[config.mk]
export PLATFORM = sky130hd
export DESIGN_NAME = simple_bus_target
export DESIGN_NICKNAME = d
export VERILOG_FILES = /design/src/rtl/simple_bus_target.sv
export SDC_FILE = /design/constraint.sdc
export NUM_CORES = 2
export LEC_CHECK = 0
export ABC_AREA = 1
export ABC_CLOCK_PERIOD_IN_PS = 6000
export BUFFER_PORTS_ARGS = -buffer_cell sky130_fd_sc_hd__buf_2
export CAP_MARGIN = 40
export CORE_MARGIN = 2
export CORE_UTILIZATION = 45
export CTS_CLUSTER_DIAMETER = 200
export DETAILED_ROUTE_END_ITERATION = 12
export GPL_ROUTABILITY_DRIVEN = 0
export PLACE_DENSITY = 0.67
export SLEW_MARGIN = 20
export SYNTH_ARGS = -nofsm -noshare
export SYNTH_HDL_FRONTEND = slang
export SYNTH_SLANG_ARGS = --single-unit
export TNS_END_PERCENT = 5
[constraint.sdc]
create_clock -name clk -period 6 [get_ports clk]
set_clock_uncertainty 0.15 [all_clocks]
set_input_delay 1.8 -clock clk [delete_from_list [all_inputs] [get_ports clk]]
set_output_delay 1.8 -clock clk [all_outputs]
set_load 0.02 [all_outputs]
[src/rtl/simple_bus_target.sv]
// Word-addressed memory target with in-order read responses through a RSP_DEPTH-entry FIFO.
// Read data is visible one cycle after acceptance; ready drops while the response FIFO is full.
module simple_bus_target #(
  parameter int ADDR_W    = 8,
  parameter int DATA_W    = 8,
  parameter int RSP_DEPTH = 4
) (
  input  logic              clk,
  input  logic              rst,
  input  logic [1:0]        cmd,
  input  logic [ADDR_W-1:0] addr,
  input  logic [DATA_W-1:0] data,
  output logic              ready,
  output logic              rvalid,
  output logic [DATA_W-1:0] rdata,
  input  logic              rready,
  output logic              err,
  output logic [15:0]       wr_count,
  output logic [15:0]       rd_count
);

  localparam int MEM_WORDS = 1 << ADDR_W;
  localparam int PTR_W     = $clog2(RSP_DEPTH);

  localparam logic [1:0]     CMD_IDLE  = 2'b00;
  localparam logic [1:0]     CMD_WRITE = 2'b01;
  localparam logic [1:0]     CMD_READ  = 2'b10;
  localparam logic [1:0]     CMD_RSV   = 2'b11;
  localparam logic [PTR_W:0] DEPTH_L   = (PTR_W + 1)'(RSP_DEPTH);

  logic [DATA_W-1:0] mem_q  [MEM_WORDS];
  logic [DATA_W-1:0] fifo_q [RSP_DEPTH];

  logic [PTR_W:0] wptr_q, wptr_d;
  logic [PTR_W:0] rptr_q, rptr_d;
  logic [15:0]    wr_cnt_q, wr_cnt_d;
  logic [15:0]    rd_cnt_q, rd_cnt_d;
  logic           err_q, err_d;

  logic [PTR_W:0] occ;
  logic           fifo_empty;
  logic           fifo_full;
  logic           accept;
  logic           wr_acc;
  logic           push;
  logic           pop;

  // Pointers carry one extra bit so a full FIFO is distinguishable from an empty one.
  assign occ        = wptr_q - rptr_q;
  assign fifo_empty = (wptr_q == rptr_q);
  assign fifo_full  = (occ == DEPTH_L);

  assign ready  = ~fifo_full;
  assign rvalid = ~fifo_empty;
  assign rdata  = fifo_empty ? '0 : fifo_q[rptr_q[PTR_W-1:0]];

  assign accept = ~rst & ready & (cmd != CMD_IDLE);
  assign wr_acc = accept & (cmd == CMD_WRITE);
  assign push   = accept & (cmd == CMD_READ);
  assign pop    = ~rst & rvalid & rready;

  always_comb begin
    wptr_d   = wptr_q + (PTR_W + 1)'(push);
    rptr_d   = rptr_q + (PTR_W + 1)'(pop);
    wr_cnt_d = wr_cnt_q;
    rd_cnt_d = rd_cnt_q;
    err_d    = accept & (cmd == CMD_RSV);
    if (wr_acc && wr_cnt_q != 16'hFFFF) wr_cnt_d = wr_cnt_q + 16'd1;
    if (push && rd_cnt_q != 16'hFFFF)   rd_cnt_d = rd_cnt_q + 16'd1;
  end

  always_ff @(posedge clk) begin
    if (rst) begin
      wptr_q   <= '0;
      rptr_q   <= '0;
      wr_cnt_q <= '0;
      rd_cnt_q <= '0;
      err_q    <= 1'b0;
    end else begin
      wptr_q   <= wptr_d;
      rptr_q   <= rptr_d;
      wr_cnt_q <= wr_cnt_d;
      rd_cnt_q <= rd_cnt_d;
      err_q    <= err_d;
    end
  end

  always_ff @(posedge clk) begin
    if (rst) begin
      for (int i = 0; i < MEM_WORDS; i++) mem_q[i] <= '0;
    end else if (wr_acc) begin
      mem_q[addr] <= data;
    end
  end

  // Storage needs no reset: emptied pointers hide stale entries and rdata is forced to 0.
  always_ff @(posedge clk) begin
    if (push) fifo_q[wptr_q[PTR_W-1:0]] <= mem_q[addr];
  end

  assign err      = err_q;
  assign wr_count = wr_cnt_q;
  assign rd_count = rd_cnt_q;

endmodule

==> flow_metrics.env <==
export IMPL_drc=0
export IMPL_synth_top_cell_area_share=0.641
export IMPL_cts_setup_buffers=0
export IMPL_port_buffers=63
export IMPL_syn_area_sq_mm=0.0975
export IMPL_outcome="finished, final reports clean"
export IMPL_worst_ep_arrival_time_ns=3.71
export IMPL_cap_violations=0
export IMPL_drive_above_1_share=0.0611
export IMPL_ys_top_cells_by_area="edfxtp_1, nand2_1, nor2_1, clkbuf_1, nand3_1"
export IMPL_synthArstFlopShare=0
export IMPL_clockBufferDepth=3
export IMPL_first_iter_violations=10100
export IMPL_ir_drop_uv=322
export IMPL_worstMarginPinSlew_ns=1.12
export IMPL_root_buffer="clkbuf_16"
export IMPL_grt_max_degree=185
export IMPL_avgSynthCellArea_sq_um=8.90
export IMPL_dp_hpwl_microns=181000
export IMPL_ant_nets=0
export IMPL_netlist_instances=11000
export IMPL_min_period_ns=5.66
export IMPL_yosysMostFrequentCell="nand2_1"
export IMPL_cts_sinks=2119
export IMPL_die_area_sq_mm=0.220
export IMPL_fill_cells=19500
export IMPL_start_kind="flip-flop"
export IMPL_cp_required_ns=4.05
export IMPL_syn_num_nets=11000
export IMPL_clk_latency_ns=0.88
export IMPL_yosysTopAreaCell="edfxtp_1"
export IMPL_slew_violations=0
export IMPL_synth_cell_types=30
export IMPL_cellLeakagePower_nw=47.0
export IMPL_final_core_util=0.502
export IMPL_criticalPathCategory="flip-flop to primary output"
export IMPL_setup_viol=0
export IMPL_vias_per_cell=5.48
export IMPL_rows=170
export IMPL_cts_buffers_inserted=213
export IMPL_antenna_found_initial=16
export IMPL_post_dp_cell_area_sq_mm=0.101
export IMPL_total_power_mw=32.4
export IMPL_ys_seq_area_frac=0.649
export IMPL_totalWireLength_microns=290000
export IMPL_synth_common_cells="nand2_1, nor2_1, edfxtp_1"
export IMPL_postCtsHoldBufs=0
export IMPL_timing_fmax_mhz=177
export IMPL_fin_crit_sh=0.943
export IMPL_synth_edf_count=2080
export IMPL_hold_viol_final=0
export IMPL_cts_resized=0
export IMPL_slew_headroom=0.256
export IMPL_endpoint_kind="primary output"
export IMPL_grt_ovfl_total=0
export IMPL_synth_top_flop_cell="edfxtp_1"
export IMPL_coreArea_sq_mm=0.215
export IMPL_avgRoutedWirePerCell_microns=21.1
export IMPL_path_clk_slew_ns=0.06
export IMPL_fin_nets=10800
export IMPL_start_util=0.453
export IMPL_dieHeight_microns=469
export IMPL_yosys_warnings=0
export IMPL_cts_max_level=4
export IMPL_cts_tree="yes"
export IMPL_dr_total_vias=75400
export IMPL_grt_usage=0.259
export IMPL_worstPathMaxFanout=10
export IMPL_rsz0062_at_grt="false"
export IMPL_final_area_sq_mm=0.108
export IMPL_grt_pass1_wl_microns=437000
export IMPL_ys_ff_latch=2119
export IMPL_die_width_microns=469
export IMPL_grt_pass1_vias=71700
export IMPL_power_density_mw_per_mm2=300
export IMPL_setup_tns_ns=0
export IMPL_pin_count=64
export IMPL_min_path_type="flip-flop to flip-flop"
export IMPL_drt_pass1_iter_count=6
export IMPL_syn2layout_area_growth_pct=10.7
export IMPL_holdWs_ns=0.348
==> power by group <==
| part | switching [mW] | internal (mW) |
|---|---|---|
| logic | 1.82 | 0.458 |
| registers | 0.137 | 16.7 |
| clock network | 5.88 | 7.46 |
==> worst max-delay path, cell delays in order (launching register included) <==
cell and delay [ns]:
dfxtp_1 0.57, clkinv_1 0.38, ha_1 0.42, nand3_1 0.24
clkinv_1 0.34, a21oi_1 0.60, buf_2 0.29
==> cells in the final DEF, fill, tap and decap left out, drive strengths merged <==
master and instances:
a21oi 63, a31oi 1, buf 254, bufinv 20, clkbuf 248, clkinv 104
clkinvlp 17, dfxtp 39, diode 7, edfxtp 2080, ha 8, inv 65
nand2 5335, nand3 204, nand3b 1, nand4 6, nor2 2248, nor3 15
nor4 1, o211ai 1, o21a 1, o21ai 184, o21bai 1, xnor2 10
xor2 7
==> routing by layer <==
layer | global-route usage | share of wire
met1 | 0.350 | 0.39
met3 | 0.0469 | 0.11
met5 | 0 | 0.00027
met4 | 0.0982 | 0.039
met2 | 0.417 | 0.46
==> layout make-up <==
class / instances / area [sq um] / share of cell area
flip-flops and latches: 2119 / 63200 / 0.586
clock inverters: 146 / 1460 / 0.0135
inverters: 60 / 318 / 0.00294
diodes: 7 / 17.5 / 0.000162
multi-input cells: 8086 / 31400 / 0.291
clock buffers: 248 / 5500 / 0.0510
well taps: 2838 / 3550 / 0.0329
repair buffers: 254 / 2400 / 0.0223
==> flip-flops by register name, summed over array words and instances (netlist names) <==
name and flops:
mem_q 2048, fifo_q 32, rd_count 16, wr_count 16
rptr_q 3, wptr_q 3, err 1
==> logic make-up (layout without fill, tap and decap cells) <==
family / count (synthesis) / after routing / share of synthesized area
AND/OR/NAND/NOR: 7810 / 7810 / 0.306
flip-flops: 2119 / 2119 / 0.649
buffers and inverters: 745 / 708 / 0.0296
AO/OA/AOI/OAI: 251 / 251 / 0.0130
XOR/XNOR: 17 / 17 / 0.00153
adder cells (fa/ha/maj): 8 / 8 / 0.00103
other: 0 / 7 / 0
==> through the flow <==
| stage | std cells | worst slack, ns |
|---|---|---|
| finish | 13800 | 0.344 |
| global route | 13800 | 0.236 |
| CTS | 13700 | 0.416 |
| detailed placement | 13400 | 0.417 |
| global placement | 13300 | 0.0230 |
| floorplan | 11000 | 2.06 |
==> worst paths after layout <==
path,cells past startpoint,startpoint,slack [ns],end
max,6,rptr_q[1],0.34,rdata[6]
min,2,wr_count[9],0.35,wr_count[9]
min reg2reg,2,wr_count[9],0.35,wr_count[9]
max reg2reg,13,rptr_q[1],1.25,mem_q[148][6]
Power figures use the tool's default switching activity.
